<file path="config.mk">
export PLATFORM = sky130hd
export DESIGN_NAME = conv3x3_window_gen
export DESIGN_NICKNAME = d
export VERILOG_FILES = /design/src/rtl/conv3x3_window_gen_pkg.sv /design/src/rtl/conv3x3_line_buf.sv /design/src/rtl/conv3x3_window_gen.sv
export SDC_FILE = /design/constraint.sdc
export NUM_CORES = 1
export LEC_CHECK = 0
export ABC_CLOCK_PERIOD_IN_PS = 4200
export CORE_UTILIZATION = 35
export CTS_CLUSTER_DIAMETER = 200
export DETAILED_ROUTE_END_ITERATION = 16
export GPL_TIMING_DRIVEN = 0
export PLACE_DENSITY = 0.54
export SLEW_MARGIN = 20
export SYNTH_ARGS = -nofsm -noshare
export SYNTH_HDL_FRONTEND = slang
export SYNTH_SLANG_ARGS = --single-unit
</file>
<file path="constraint.sdc">
create_clock -name clk -period 4.2 [get_ports clk]
set_input_delay 0.42 -clock clk [delete_from_list [all_inputs] [get_ports clk]]
set_output_delay 0.42 -clock clk [all_outputs]
set_load 0.01 [all_outputs]
</file>
<file path="src/rtl/conv3x3_window_gen_pkg.sv">
// Shared constants for the 3x3 convolution front end: default pixel width, frame
// geometry and the counter-width helper used by the window generator and conv stage.
package conv3x3_window_gen_pkg;

    localparam int DATA_W_DEF = 8;
    localparam int IMG_W_DEF  = 28;
    localparam int IMG_H_DEF  = 28;

    // Width of a counter spanning 0..n-1; never narrower than one bit.
    function automatic int cnt_w(input int n);
        return (n > 1) ? $clog2(n) : 1;
    endfunction

    localparam int COL_W_DEF = cnt_w(IMG_W_DEF);
    localparam int ROW_W_DEF = cnt_w(IMG_H_DEF);

endpackage

</file>
<file path="src/rtl/conv3x3_line_buf.sv">
// One raster line of pixels indexed by column; asynchronous read, synchronous write,
// so a read and write to the same column in one cycle returns the old contents.
module conv3x3_line_buf
    import conv3x3_window_gen_pkg::*;
#(
    parameter int DATA_W = DATA_W_DEF,
    parameter int DEPTH  = IMG_W_DEF,
    parameter int ADDR_W = cnt_w(DEPTH)
) (
    input  logic                     clk,
    input  logic                     wr_en,
    input  logic        [ADDR_W-1:0] addr,
    input  logic signed [DATA_W-1:0] wr_data,
    output logic signed [DATA_W-1:0] rd_data
);

    logic signed [DATA_W-1:0] mem [DEPTH];

    assign rd_data = mem[addr];

    always_ff @(posedge clk) begin
        if (wr_en) begin
            mem[addr] <= wr_data;
        end
    end

endmodule

</file>
<file path="src/rtl/conv3x3_window_gen.sv">
// Raster-stream to 3x3 window converter: two line buffers plus a shifting tap array,
// flagging only windows that lie fully inside the current frame.
module conv3x3_window_gen
    import conv3x3_window_gen_pkg::*;
#(
    parameter int DATA_W = DATA_W_DEF,
    parameter int IMG_W  = IMG_W_DEF,
    parameter int IMG_H  = IMG_H_DEF
) (
    input  logic                           clk,
    input  logic                           rst,
    input  logic signed [DATA_W-1:0]       pix_in,
    input  logic                           pix_valid,
    output logic signed [DATA_W-1:0]       p00,
    output logic signed [DATA_W-1:0]       p01,
    output logic signed [DATA_W-1:0]       p02,
    output logic signed [DATA_W-1:0]       p10,
    output logic signed [DATA_W-1:0]       p11,
    output logic signed [DATA_W-1:0]       p12,
    output logic signed [DATA_W-1:0]       p20,
    output logic signed [DATA_W-1:0]       p21,
    output logic signed [DATA_W-1:0]       p22,
    output logic                           win_valid,
    output logic                           frame_done,
    output logic [cnt_w(IMG_W)-1:0]        col_cnt,
    output logic [cnt_w(IMG_H)-1:0]        row_cnt
);

    localparam int COL_W = cnt_w(IMG_W);
    localparam int ROW_W = cnt_w(IMG_H);
    localparam logic [COL_W-1:0] COL_LAST = COL_W'(IMG_W - 1);
    localparam logic [ROW_W-1:0] ROW_LAST = ROW_W'(IMG_H - 1);
    localparam logic [COL_W-1:0] COL_TWO  = COL_W'(2);
    localparam logic [ROW_W-1:0] ROW_TWO  = ROW_W'(2);

    logic signed [DATA_W-1:0] win [3][3];
    logic signed [DATA_W-1:0] lb1_rd;
    logic signed [DATA_W-1:0] lb2_rd;
    logic                     acc;
    logic                     col_last;
    logic                     row_last;
    logic                     win_ok;

    // A pixel presented during reset is dropped, so it must not touch the line buffers.
    assign acc      = pix_valid & ~rst;
    assign col_last = (col_cnt == COL_LAST);
    assign row_last = (row_cnt == ROW_LAST);
    assign win_ok   = (row_cnt >= ROW_TWO) && (col_cnt >= COL_TWO);

    // lb1 holds row r-1; its old word cascades into lb2 (row r-2) in the same cycle.
    conv3x3_line_buf #(
        .DATA_W (DATA_W),
        .DEPTH  (IMG_W),
        .ADDR_W (COL_W)
    ) u_lb1 (
        .clk     (clk),
        .wr_en   (acc),
        .addr    (col_cnt),
        .wr_data (pix_in),
        .rd_data (lb1_rd)
    );

    conv3x3_line_buf #(
        .DATA_W (DATA_W),
        .DEPTH  (IMG_W),
        .ADDR_W (COL_W)
    ) u_lb2 (
        .clk     (clk),
        .wr_en   (acc),
        .addr    (col_cnt),
        .wr_data (lb1_rd),
        .rd_data (lb2_rd)
    );

    always_ff @(posedge clk) begin
        if (rst) begin
            win_valid  <= 1'b0;
            frame_done <= 1'b0;
            col_cnt    <= '0;
            row_cnt    <= '0;
            for (int i = 0; i < 3; i++) begin
                for (int j = 0; j < 3; j++) begin
                    win[i][j] <= '0;
                end
            end
        end else begin
            win_valid  <= 1'b0;
            frame_done <= 1'b0;
            if (pix_valid) begin
                for (int i = 0; i < 3; i++) begin
                    win[i][0] <= win[i][1];
                    win[i][1] <= win[i][2];
                end
                win[0][2]  <= lb2_rd;
                win[1][2]  <= lb1_rd;
                win[2][2]  <= pix_in;
                // Columns 0/1 still carry the previous row's tail, hence the c>=2 gate.
                win_valid  <= win_ok;
                frame_done <= col_last && row_last;
                if (col_last) begin
                    col_cnt <= '0;
                    row_cnt <= row_last ? '0 : row_cnt + ROW_W'(1);
                end else begin
                    col_cnt <= col_cnt + COL_W'(1);
                end
            end
        end
    end

    assign p00 = win[0][0];
    assign p01 = win[0][1];
    assign p02 = win[0][2];
    assign p10 = win[1][0];
    assign p11 = win[1][1];
    assign p12 = win[1][2];
    assign p20 = win[2][0];
    assign p21 = win[2][1];
    assign p22 = win[2][2];

endmodule
</file>
# [Word level (Yosys, flattened, before mapping)]
# Memories as Yosys holds them, arrays and structs flattened. A register that Yosys moved wholly into a read port is not among the register bits.
# Cells that the tools add are included.
[op_classes] order_cmp=2 add_sub_neg=2 eq_ne=2 mux=22 n_reduce_logical=4 bitwise_logic=12
[ops] op="$mux 8" n=9
[ops] op="$mux 5" n=6
[ops] op="$add 5x1->5 const B" n=2
[ops] op="$eq 5x5->1 const B" n=2
[ops] op="$ge 5x2->1 const B" n=2
[ops] op="$or 1x1->1" n=9
[ops] op="$mux 1" n=7
[ops] op="$logic_and 1x1->1" n=2
[ops] op="$not 1->1" n=2
[ops] op="$reduce_and 2->1" n=1
[ops] op="$reduce_or 2->1" n=1
[ops] op="$and 1x1->1" n=1
[word_totals] mem_count=3 mem_bits_rw=520 elab_cells=51 register_bits=12
[mem_list] memory="u_lb1.mem" words=28 width=8 read_ports=1 rd_ports_with_merged_regs=1 wr=1 line="conv3x3_line_buf.sv:17" text="logic signed [DATA_W-1:0] mem [DEPTH];"
[mem_list] memory="u_lb2.mem" words=28 width=8 read_ports=1 rd_ports_with_merged_regs=1 wr=1 line="conv3x3_line_buf.sv:17"
[mem_list] memory="win" words=3 width=24 read_ports=3 rd_ports_with_merged_regs=0 wr=3 line="conv3x3_window_gen.sv:36" text="logic signed [DATA_W-1:0] win [3][3];"

# [Depth between registers and ports, before layout]
[depth] ltp_word=4 ltp_mapped=9 depth_no_buf=5

# [Cells and area by module]
# From an unflattened synthesis, not the netlist that was laid out.
[hier_totals] cells_unflattened=1132 hier_area_um2=20890.0
[modules_own_cells] mod="conv3x3_line_buf" cells_per_inst=454 area_each_um2=8799.7 n_inst=2
[modules_own_cells] mod="conv3x3_window_gen" cells_per_inst=224 area_each_um2=3290.7 n_inst=1

# [Worst setup path before layout]
# OpenSTA, ideal clock, no wires.
[synth_path] path_type="register to register" start="register with a tool-made name" end="memory u_lb2.mem[0][5] (netlist bit), data pin" slack_ns=1.238 stages_incl_launch_ff=9 t_arrival_ns=2.526 n_path_buf=4 setup_time_ns=0.436 path_cell_list="dfxtp_1 > buf_6 > buf_8 > buf_12 > buf_6 > mux2i_1 > a22oi_1 > nand2_1 > a211oi_1"
[synth_lines] element="end, declared" line="conv3x3_line_buf.sv:17"

==> results.sh <==
export IMPL_status="finished clean"
export IMPL_slew_violations=0
export IMPL_crit_type="register to register"
export IMPL_antenna_found_initial=0
export IMPL_ys_seq_area_share_pct=76.90
export IMPL_htreeDepth=2
export IMPL_worst_pin_slew_ns=1.126
export IMPL_power_frac_comb_pct=6.8
export IMPL_final_seq_area_um2=15960
export IMPL_dp_hpwl_mm=34.28
export IMPL_fin_crit_ns=3.814
export IMPL_layout_nets=1241
export IMPL_pwr_share_seq_pct=53.1
export IMPL_busiest_layer="met2"
export IMPL_grtUsageMet3_pct=3.219
export IMPL_period_share_pct=90.81
export IMPL_cts_resized=0
export IMPL_synth_seq_cells=537
export IMPL_multiInputGateArea_um2=4682
export IMPL_io_pins=95
export IMPL_worstHoldStart="pix_in[7]"
export IMPL_num_rows=88
export IMPL_avgSynthCellArea_um2=19.76
export IMPL_cp_start_kind="register"
export IMPL_synth_cell_types=51
export IMPL_dieWidth_um=245.5
export IMPL_dieArea_um2=60260
export IMPL_vias_per_cell=5.271
export IMPL_io_buffers=93
export IMPL_synth_edf_count=520
export IMPL_grt_max_degree=56
export IMPL_post_cts_setup_buffers=0
export IMPL_async_reset_ff_share_pct=0
export IMPL_grt_pass1_wl_mm=77.51
export IMPL_routed_wl_mm=54.01
export IMPL_synth_compound_area_share_pct=3.208
export IMPL_p_int_mw=8.872
export IMPL_detail_route_antenna_nets=0
export IMPL_drc=0
export IMPL_fill_cells=5082
export IMPL_grtUsageMet1_pct=26.09
export IMPL_maxCapViolCount=0
export IMPL_report_power_total_mw=11.39
export IMPL_initial_core_util_pct=35.69
export IMPL_holdPathStages=1
export IMPL_drive_above_1_share_pct=20.35
export IMPL_cts_sinks=537
export IMPL_setup_violations=0
export IMPL_clk_pin_slew_ns=0.06
export IMPL_hp_class="primary input to register"
export IMPL_num_antenna_cells=0
export IMPL_ff2ff_path_depth=6
export IMPL_clock_root_buffer="clkbuf_16"
export IMPL_numCtsBuffers=56
export IMPL_final_setup_skew_ns=0.02029
export IMPL_fmax_ghz=0.2622
export IMPL_synthesis_area_um2=20750
export IMPL_num_vias=10720
export IMPL_gp_congestion=0.7723
export IMPL_cp_max_fo=28
export IMPL_grt_use_met2_pct=28.11
export IMPL_end_kind="register"
export IMPL_synth_xor_area_share_pct=0.2533
export IMPL_clockBufferDepth=3
export IMPL_required_ns=4.26
export IMPL_cp_top_family="buffers and inverters"
export IMPL_most_common_layout_cells="edfxtp_1 (520), clkdlybuf4s50_1 (88), mux4_2 (83)"
export IMPL_rrSetupSlack_ns=0.39
export IMPL_cts_hold_buf=0
export IMPL_syn_inst=1050
export IMPL_synth_adder_area_share_pct=0.4221
export IMPL_clkLatencyLatePin_ns=0.62
export IMPL_wl_per_cell_um=26.57
export IMPL_relSlewSlack_pct=24.71
export IMPL_drtPass1Iterations=5
export IMPL_first_global_vias=10880
export IMPL_cts_tree="done"
export IMPL_sw_frac_of_total_pct=22.10
export IMPL_power_density_nw_per_um2=454.5
export IMPL_core_area_um2=58140
export IMPL_drt_initial_drc_count=950
export IMPL_grt_ovfl_total=0
export IMPL_synth_simple_area_share_pct=4.758
export IMPL_synth_top_family_by_area="multiplexers"
export IMPL_rsz0062_at_grt="false"
export IMPL_final_common_cell="edfxtp_1"
export IMPL_track_usage_pct=18.17
export IMPL_cp_arrival_ns=3.87
export IMPL_min_to="u_lb1.mem[12][7]$_DFFE_PP_"
export IMPL_muxShareOfSynthArea_pct=12.65
export IMPL_synthesis_nets=1068
export IMPL_crit_slowest_cell="nand3_1"
export IMPL_peakVddDrop_mv=0.2847
export IMPL_p_sw_mw=2.518
export IMPL_timing_rr_end="u_lb2.mem[6][4]$_DFFE_PP_"
export IMPL_final_setup_tns_ns=0
export IMPL_final_hold_violation_count=0
export IMPL_yosysWarnings=0
export IMPL_crit_path_frequent_cell="clkbuf_1"
export IMPL_cpPeakStageDelay_ns=0.75
export IMPL_cp_cell_sequence="clkbuf_1, clkbuf_1, nor2_1, clkbuf_1, nand3_1, nand3_1"
export IMPL_synthFlopType="edfxtp_1"
export IMPL_path_buf_inv=3
export IMPL_p_leak_nw=8.034
export IMPL_die_y_um=245.5
export IMPL_p_clk_share_pct=40.1
export IMPL_area_delta_synth_final_pct=20.80
## cells in the mapped netlist (all sizes together) (2+ instances only)
master   count  area share, %
inv          7           0.13
a21oi        8           0.19
o21ai       10           0.24
nand2       32           0.58
nand3       15           0.36
o221ai       4           0.17
nand2b       4           0.12
a21boi       3           0.11
mux2i       72            3.5
edfxtp     520             75
a31oi        5           0.15
nor2        43           0.78
a2111oi      4           0.27
nand4        3          0.090
nor2b        8           0.24
a22oi       29            1.0
clkbuf      36           0.67
mux2         3           0.16
a31o         4           0.17
nor3         4          0.096
a211oi       6           0.22
buf         22            1.0
mux4        83            9.0
and3        10           0.30
dfxtp       17            1.6
nand3b       3           0.11
or3b         3           0.13
ha           7           0.42
o211a        2          0.096
and2        59            1.8
xor2         5           0.21
a221oi       8           0.34
## layout make-up
cell class / count / area share, %
Timing Repair Buffer: 115 / 5.706
Sequential cell: 537 / 63.66
Buffer: 58 / 1.393
Tap cell: 765 / 3.819
Clock inverter: 25 / 0.5092
Multi-Input combinational cell: 448 / 18.68
Clock buffer: 78 / 6.125
Inverter: 7 / 0.1048
## worst max-delay path by stage
stage	to	slack, ns	cells after the start
CTS	u_lb2.mem[5][0]$_DFFE_PP_	0.20	6
finish	u_lb2.mem[6][4]$_DFFE_PP_	0.39	6
global placement	u_lb2.mem[16][7]$_DFFE_PP_	-1.11	5
detailed placement	u_lb2.mem[15][0]$_DFFE_PP_	0.23	6
global route	u_lb2.mem[12][4]$_DFFE_PP_	0.26	6
floorplan	u_lb2.mem[0][5]$_DFFE_PP_	1.24	8
## state kept, by name, indices dropped and copies added (netlist names), named ones only
| signal | count |
|---|---|
| frame_done | 1 |
| col_cnt | 5 |
| win_valid | 1 |
| u_lb2.mem | 224 |
| win | 72 |
| u_lb1.mem | 224 |
| row_cnt | 5 |
## power groups by stage
| stage | Sequential, mW | Combinational (mW) | Clock (mW) |
|---|---|---|---|
| after global routing | 6.05 | 0.833 | 4.85 |
| after global placement | 6.17 | 0.738 | 0 |
| after detailed placement | 6.16 | 0.791 | 0 |
| after CTS | 6.05 | 0.791 | 4.65 |
| after floorplan | 6.18 | 0.384 | 0 |
| final | 6.04 | 0.780 | 4.57 |
## stage by stage
step | utilization [%] | setup WS, ns | instances | hold slack [ns] | area, um2
after floorplan | - | 1.238 | 1050 | 0.5189 | 20750
after global placement | 38.94 | -1.109 | 1908 | 0.5297 | 22640
after detailed placement | 40.27 | 0.2283 | 1930 | 0.5350 | 23410
after CTS | 43.13 | 0.2020 | 2033 | 0.3528 | 25070
after global routing | 43.11 | 0.2649 | 2033 | 0.3441 | 25060
final | 43.11 | 0.3860 | 2033 | 0.3496 | 25060
## logic make-up after synthesis
family	after synthesis
adder cells (fa/ha/maj)	7
multiplexers	158
buffers and inverters	65
AO/OA/AOI/OAI	88
XOR/XNOR	6
flip-flops	537
AND/OR/NAND/NOR	189
## metal layers
layer	share of wire [%]	routed length, um	up-vias
met5	0	0	-
met4	2.7	1473	0
met3	6.0	3230	88
met2	46	24930	379
met1	45	24370	5653
li1	-	-	4595
## worst register-to-register path: stages, from the launching register on
cell,delay (ns)
dfxtp_1,0.31
clkbuf_1,0.56
clkbuf_1,0.63
nor2_1,0.24
clkbuf_1,0.45
nand3_1,0.30
nand3_1,0.75
No activity file was read; power rests on OpenSTA's default activity.
